`config.mk`:
```
export PLATFORM = sky130hd
export DESIGN_NAME = pipe_stage_reg
export DESIGN_NICKNAME = d
export VERILOG_FILES = /design/src/rtl/pipe_pkg.sv /design/src/rtl/pipe_stage_reg_perf_ctr.sv /design/src/rtl/pipe_stage_reg.sv
export SDC_FILE = /design/constraint.sdc
export NUM_CORES = 1
export LEC_CHECK = 0
export BUFFER_PORTS_ARGS = -buffer_cell sky130_fd_sc_hd__clkbuf_2
export CAP_MARGIN = 20
export CORE_MARGIN = 8
export CORE_UTILIZATION = 57
export CTS_CLUSTER_SIZE = 8
export DETAILED_ROUTE_END_ITERATION = 7
export GPL_TIMING_DRIVEN = 0
export MAX_ROUTING_LAYER = met4
export PLACE_DENSITY = 0.95
export SYNTH_ARGS = -nofsm -noshare
export SYNTH_HDL_FRONTEND = slang
export SYNTH_SLANG_ARGS = --single-unit
```
`constraint.sdc`:
```
create_clock -name clk -period 4.16 [get_ports clk]
set_input_delay 0.416 -clock clk [delete_from_list [all_inputs] [get_ports clk]]
set_output_delay 0.416 -clock clk [all_outputs]
set_load 0.05 [all_outputs]
```
`src/rtl/pipe_pkg.sv`:
```
// Shared types for the inter-stage pipeline registers: skid FSM states and per-stage payload layouts.
// Stage payload widths are exported so each pipe_stage_reg instance can size DATA_W from its struct.
package pipe_pkg;

    typedef enum logic [1:0] {
        EMPTY = 2'd0,
        ONE   = 2'd1,
        FULL  = 2'd2
    } stage_state_t;

    typedef struct packed {
        logic [31:0] pc;
        logic [31:0] ir;
        logic [15:0] ctrl;
        logic [31:0] op_a;
        logic [31:0] op_b;
        logic [15:0] imm;
    } id_ex_t;

    typedef struct packed {
        logic [31:0] pc;
        logic [15:0] ctrl;
        logic [31:0] alu_res;
        logic [31:0] store_dat;
        logic [4:0]  rd;
    } ex_mem_t;

    typedef struct packed {
        logic [15:0] ctrl;
        logic [31:0] result;
        logic [4:0]  rd;
    } mem_wb_t;

    localparam int ID_EX_W  = $bits(id_ex_t);
    localparam int EX_MEM_W = $bits(ex_mem_t);
    localparam int MEM_WB_W = $bits(mem_wb_t);

    // Entries held for a given state; FULL is the only two-entry state.
    function automatic logic [1:0] occ_of(input stage_state_t s);
        logic [1:0] n;
        n = 2'd0;
        case (s)
            ONE:     n = 2'd1;
            FULL:    n = 2'd2;
            default: n = 2'd0;
        endcase
        return n;
    endfunction

endpackage

```
`src/rtl/pipe_stage_reg_perf_ctr.sv`:
```
// Saturating stall / flush-hit counters for a pipeline stage; only built with PIPE_STAGE_PERF_EN.
// One-cycle update latency; counters never wrap and clear on synchronous rst.
module pipe_stage_reg_perf_ctr
#(
    parameter int STALL_W = 32,
    parameter int FLUSH_W = 16
)
(
    input  logic               clk,
    input  logic               rst,
    input  logic               i_stall,
    input  logic               i_flush_hit,
    output logic [STALL_W-1:0] o_stall_cnt,
    output logic [FLUSH_W-1:0] o_flush_cnt
);

    logic [STALL_W-1:0] r_stall_cnt;
    logic [FLUSH_W-1:0] r_flush_cnt;
    logic               w_stall_sat;
    logic               w_flush_sat;

    assign w_stall_sat = &r_stall_cnt;
    assign w_flush_sat = &r_flush_cnt;

    always_ff @(posedge clk) begin
        if (rst) begin
            r_stall_cnt <= '0;
            r_flush_cnt <= '0;
        end else begin
            if (i_stall && !w_stall_sat)
                r_stall_cnt <= r_stall_cnt + 1'b1;
            if (i_flush_hit && !w_flush_sat)
                r_flush_cnt <= r_flush_cnt + 1'b1;
        end
    end

    assign o_stall_cnt = r_stall_cnt;
    assign o_flush_cnt = r_flush_cnt;

endmodule

```
`src/rtl/pipe_stage_reg.sv`:
```
// Valid/ready pipeline register with 2-entry skid; 1-cycle latency, registered in_ready, flush kills all.
// Optional perf counters (stall_cnt, flush_cnt) are present only when PIPE_STAGE_PERF_EN is defined.
module pipe_stage_reg
    import pipe_pkg::*;
#(
    parameter int                 DATA_W         = 160,
    parameter bit                 CLEAR_ON_FLUSH = 1'b1,
    parameter logic [DATA_W-1:0]  RESET_DATA     = '0
)
(
    input  logic              clk,
    input  logic              rst,
    input  logic              flush,
    input  logic              in_valid,
    output logic              in_ready,
    input  logic [DATA_W-1:0] in_data,
    output logic              out_valid,
    input  logic              out_ready,
    output logic [DATA_W-1:0] out_data,
    output logic [1:0]        occ
`ifdef PIPE_STAGE_PERF_EN
    ,
    output logic [31:0]       stall_cnt,
    output logic [15:0]       flush_cnt
`endif
);

    stage_state_t      r_state;
    stage_state_t      w_state_nxt;
    logic              r_in_rdy;
    logic [DATA_W-1:0] r_main;
    logic [DATA_W-1:0] r_skid;
    logic              w_acc;
    logic              w_pop;

    assign w_acc = in_valid & r_in_rdy;
    assign w_pop = (r_state != EMPTY) & out_ready;

    always_comb begin
        w_state_nxt = r_state;
        case (r_state)
            EMPTY: if (w_acc) w_state_nxt = ONE;
            ONE: begin
                if (w_acc && !w_pop)
                    w_state_nxt = FULL;
                else if (!w_acc && w_pop)
                    w_state_nxt = EMPTY;
            end
            FULL:    if (w_pop) w_state_nxt = ONE;
            default: w_state_nxt = EMPTY;
        endcase
        if (flush)
            w_state_nxt = EMPTY;
    end

    // in_ready is precomputed from the next state so the upstream stall path starts at a flop.
    always_ff @(posedge clk) begin
        if (rst) begin
            r_state  <= EMPTY;
            r_in_rdy <= 1'b1;
            r_main   <= RESET_DATA;
            r_skid   <= RESET_DATA;
        end else begin
            r_state  <= w_state_nxt;
            r_in_rdy <= (w_state_nxt != FULL);
            if (flush) begin
                if (CLEAR_ON_FLUSH) begin
                    r_main <= RESET_DATA;
                    r_skid <= RESET_DATA;
                end
            end else begin
                case (r_state)
                    EMPTY: if (w_acc) r_main <= in_data;
                    ONE: begin
                        if (w_acc && w_pop)
                            r_main <= in_data;
                        else if (w_acc)
                            r_skid <= in_data;
                    end
                    FULL:    if (w_pop) r_main <= r_skid;
                    default: ;
                endcase
            end
        end
    end

    assign in_ready  = r_in_rdy;
    assign out_valid = (r_state != EMPTY);
    assign out_data  = r_main;
    assign occ       = occ_of(r_state);

`ifdef PIPE_STAGE_PERF_EN
    pipe_stage_reg_perf_ctr #(
        .STALL_W (32),
        .FLUSH_W (16)
    ) u_perf (
        .clk         (clk),
        .rst         (rst),
        .i_stall     (out_valid & ~out_ready),
        .i_flush_hit (flush & (r_state != EMPTY)),
        .o_stall_cnt (stall_cnt),
        .o_flush_cnt (flush_cnt)
    );
`endif

endmodule

```
======== Yosys cells after proc, flatten, opt, wreduce, memory -nomap -nowiden ========
Cells that the tools add are included.
storage, ports and cells
  logic and storage cells ................. 35
  flip-flop bits (word level) ............. 323
  memories ................................ 0
  output and inout port bits .............. 164
  bits of input ports ..................... 165
  bits in latches ......................... 0
  RAM bits ................................ 0
  bits in read-only memories .............. 0
operators by class
  multipliers ............................. 0
  order comparisons ....................... 0
  bitwise gates (word level) .............. 3
  shift-type cells ........................ 0
  reduce and logical (&&, ||, !) cells .... 11
  div/mod/pow operators ................... 0
  add/sub/neg operators ................... 0
  multiplexer cells ....................... 11
  eq/ne operators ......................... 6
operators by type and width
  operator                                                                number
  160-bit 2-to-1 mux                                                      3
  160-bit one-hot mux with 3 select lines                                 1
  2-bit 2-to-1 mux                                                        5
  2-bit inequality test (second input constant)                           4
  2-bit one-hot mux with 3 select lines                                   1
  2-bit one-hot mux with 2 select lines                                   1
  4-bit AND reduction                                                     1
  1-bit logical AND                                                       3
  3-bit AND reduction                                                     1
  3-bit nonzero test                                                      1
  1-bit bitwise AND                                                       2
  2-bit by 1-bit equality test with 1-bit output (second input constant)  1
  2-bit equality test (second input constant)                             1
  1-bit logical NOT                                                       2
  2-bit logical NOT                                                       1
  2-bit nonzero test                                                      1
  2-bit OR reduction                                                      1
  1-bit inverter                                                          1

======== Longest topological paths before layout ========
  depth in word-level cells ............... 8
  gate-level depth with buffers ........... 8
  mapped depth without buffers ............ 4

======== Worst setup path before layout ========
Ideal clock, no wire load.
  path type ............................... register to register
  start ................................... reg r_in_rdy, in the netlist in_ready
  end ..................................... reg r_main[100], in the netlist out_data[100]
  data arrival time ....................... 1.733 ns
  slack ................................... 2.306 ns
  cell stages (with the launch flop) ...... 6
  period minus slack after synthesis ...... 1.854 ns
  cell sequence ........................... dfxtp_1 > nand2_1 > o31ai_4 > clkbuf_1 > buf_2 > a21oi_1
between the ends
  longest elaborated chain between the ends .. 4
  elaborated cells between the ends (all ways) .. 5
RTL lines
  what                               RTL line              RTL
  start: declaration                 pipe_stage_reg.sv:30  logic r_in_rdy;
  start signal: assignment           pipe_stage_reg.sv:65  r_in_rdy <= (w_state_nxt != FULL);
  1-bit bitwise AND (*)              pipe_stage_reg.sv:36  assign w_acc = in_valid & r_in_rdy;
  1-bit logical AND                  pipe_stage_reg.sv:75  if (w_acc && w_pop)
  2-bit inequality test (no line)    -
  4-bit AND reduction (no line) (*)  -
  end signal: assignment             pipe_stage_reg.sv:73  EMPTY: if (w_acc) r_main <= in_data;
  end signal: assignment             pipe_stage_reg.sv:76  r_main <= in_data;
  end signal: assignment             pipe_stage_reg.sv:80  FULL: if (w_pop) r_main <= r_skid;
  end: declaration                   pipe_stage_reg.sv:31  logic [DATA_W-1:0] r_main;
Every way passes the cells marked *; elsewhere a longest branch is shown, timed or not.
A chain may end at the register's enable or synchronous reset.

======== Worst setup path after layout ========
  start ................................... reg r_state[0]
  end ..................................... out occ[1]
between the ends
  longest elaborated chain between the ends .. 2
  elaborated cells between the ends (all ways) .. 3
RTL lines
  what                                                                                          RTL line              RTL
  start: declaration                                                                            pipe_stage_reg.sv:28  stage_state_t r_state;
  start signal: assignment                                                                      pipe_stage_reg.sv:64  r_state <= w_state_nxt;
  2-bit equality test / 2-bit by 1-bit equality test with 1-bit output (equally long branches)  pipe_pkg.sv:42        case (s)
  2-bit one-hot mux with 2 select lines (*)                                                     pipe_pkg.sv:42
  end: declaration                                                                              pipe_stage_reg.sv:20  output logic [1:0] occ
Marks and branches as above.

==> results.py <==
metrics = {
    "global_route": {
        "grt_max_degree": 12,
        "grt_pass1_vias": 12467,
        "track_usage_pct": 30.0,
        "overflow": 0,
        "antenna_found_initial": 1,
        "grt_use_met3_pct": 7.52,
        "use_met2_pct": 50.2,
        "grt_busiest_layer": "met2",
        "grt_pass1_wl_um": 63400,
        "use_met1_pct": 32.1,
    },
    "synth": {
        "synth.distinct_cells": 23,
        "synth_top_cell_by_area": "dfxtp_1",
        "ys_warn_count": 0,
        "netlist.area_leader.share_pct": 51.7,
        "synth.avg_cell_area_um2": 8.76,
        "ys_seq_area_share_pct": 51.7,
        "syn-cell-area_um2": 12500,
        "syn-num-nets": 1592,
        "yosys_register_bits": 323,
        "synthTopCellsByArea": "dfxtp_1, mux2i_1, a21oi_1, nand2_1, o21ai_0",
        "synthCells": 1427,
    },
    "floorplanning": {
        "fp.dieW_um": 164,
        "rows": 54,
        "coreArea_um2": 21700,
        "io_pins": 329,
        "die_h_um": 164,
        "die-area_um2": 26900,
        "start_util_pct": 57.6,
    },
    "finish": {
        "layout.nets": 1968,
        "final_cell_mix": "clkbuf_2, dfxtp_1, nand2_1",
        "final_common_cell": "clkbuf_2",
        "syn_to_final_growth_pct": 25.6,
        "drive_gt1_share_pct": 25.7,
        "design_area_um2": 15700,
    },
    "power_and_ir_drop": {
        "powerDensity_nw_per_um2": 465,
        "leakage_nw": 7.43,
        "swShare_pct": 26.2,
        "combinationalPowerShare_pct": 11.2,
        "p_int_mw": 5.39,
        "ir_worst_vdd_v": 0.000443,
        "p_switching_mw": 1.92,
        "finalPower_mw": 7.31,
        "power_frac_clock_pct": 44.5,
        "seq_power_share_pct": 44.3,
    },
    "worst_hold_path": {
        "holdPathStages": 3,
        "hp-class": "in -> reg",
    },
    "route": {
        "via_per_inst": 5.90,
        "dr.pass1.iters": 6,
        "drt-wirelength-per-cell_um": 19.9,
        "routed_wl_um": 41400,
        "drt_drc_violations_left": 0,
        "ant_nets": 0,
        "vias": 12306,
        "dr.first_iter.drc_count": 1157,
    },
    "sta": {
        "maxSlewHeadroom_pct": 33.4,
        "finalSetupViolations": 0,
        "tns_ns": 0,
        "finClkSkew_ns": 0.0223,
        "period_needed_ns": 2.45,
        "worst_pin_slew_ns": 1.00,
        "hold_slack_ns": 0.124,
        "setup_ws_ns": 1.71,
        "fmax_mhz": 408,
        "rsz0062_at_grt": "no",
        "hold_violations": 0,
        "slew_viol_final": 0,
        "period_share_pct": 58.9,
    },
    "critical_path": {
        "rrSetupSlack_ns": 1.88,
        "reg2regPathDepth": 5,
        "cp_data_required_time_ns": 3.74,
        "critPathCapture": "occ[1]",
        "critPathLaunchType": "flop",
        "critPathLaunch": "r_state[0]",
        "cp.arrival_ns": 2.03,
        "endpoint_kind": "primary output",
        "worst-path-max-fanout": 10,
        "critical_path_class": "reg -> out",
        "r2r_start": "in_ready",
        "rr_endpoint": "out_data[108]",
    },
    "place": {
        "portBuffers": 328,
        "place_ws_ns": 1.44,
        "dpl_cell_area_um2": 14500,
        "hpwl_um": 28100,
        "place_congestion": 0.882,
    },
    "clocking": {
        "ctsHtreeMaxLevel": 2,
        "clockBufferDepth": 3,
        "cts-root-buf": "clkbuf_16",
        "clk_latency_ns": 0.53,
        "cts_hold_buf": 0,
        "cts_resized": 0,
        "cts_num_sinks": 323,
        "clkTransAtPathRegs_ns": 0.05,
        "cts_buffers": 46,
        "cts_tree": "yes",
        "cts_setup_buffers": 0,
    },
    "flow_run": {
        "maxCapViolations": 0,
    },
    "run_status": {
        "status": "completed",
    },
}
-- logic make-up after synthesis --
logic type / count (synthesis) / synth area share (%)
AO/OA/AOI/OAI: 484 / 19.6
AND/OR/NAND/NOR: 333 / 10.3
flip-flops: 323 / 51.7
multiplexers: 161 / 12.9
buffers and inverters: 126 / 5.46
-- worst max-delay path: stages, from the launching register on --
cell and delay (ns):
dfxtp_1 0.45, nand2b_1 0.14, buf_4 0.19, buf_6 0.20
buf_4 0.24, inv_1 0.06, clkbuf_2 0.23
-- area by class of cell --
type / instances / area, µm²
Inverter: 2 / 7.51
Antenna cell: 1 / 2.50
Timing Repair Buffer: 328 / 1640
Tap cell: 280 / 350
Clock buffer: 48 / 1190
Buffer: 124 / 676
Fill cell: 1462 / 5990
Multi-Input combinational cell: 978 / 5350
Sequential cell: 323 / 6470
Clock inverter: 2 / 13.8
-- cells in the mapped netlist --
master      n
o31ai_4     1
buf_6      12
or2_1       1
buf_4       8
o21a_1      1
o21ai_0   160
inv_1       2
or2_2       2
clkbuf_4    6
nor2_1      2
o22a_1      1
a211o_1     1
nor2_2      1
clkbuf_1   44
nand2b_1    1
nand4b_4    1
nand3b_1    1
buf_2      54
nor2b_1     2
mux2i_1   161
a21oi_1   320
dfxtp_1   323
nand2_1   322
-- state kept, by name (all words and copies together) (netlist names) --
register,count
r_state,2
out_data,160
in_ready,1
r_skid,160
-- worst min-delay path by stage --
| stage | startpoint | endpoint | slack [ns] |
|---|---|---|---|
| final | in_data[90] | r_skid[90] | 0.12 |
| after global routing | in_data[17] | r_skid[17] | 0.12 |
| after CTS | in_data[153] | r_skid[153] | 0.12 |
| after detailed placement | r_skid[36] | r_skid[36] | 0.45 |
| after global placement | r_skid[83] | r_skid[83] | 0.44 |
| after floorplan | r_skid[0] | r_skid[0] | 0.44 |
-- power by group through the flow --
stage,clock [mW],combinational [mW],sequential (mW)
final,3.25,0.821,3.24
after floorplan,0,0.261,3.54
after global routing,3.40,0.864,3.24
after global placement,0,0.781,3.29
after detailed placement,0,0.800,3.29
after CTS,3.25,0.812,3.23
-- through the flow --
| stage | instances | util, % |
|---|---|---|
| 6_report | 2086 | 72.4 |
| 5_1_grt | 2086 | 72.4 |
| 4_1_cts | 2085 | 72.4 |
| 3_5_place_dp | 2035 | 66.8 |
| 3_3_place_gp | 2035 | 66.8 |
| 2_1_floorplan | 1427 | - |
-- metal layers --
metal | up-vias | share of wire (%)
met3 | 175 | 9.6
met4 | 0 | 5.4
met5 | - | 0
li1 | 5621 | -
met1 | 5790 | 36
met2 | 720 | 49
(Power assumes the default switching activity.)
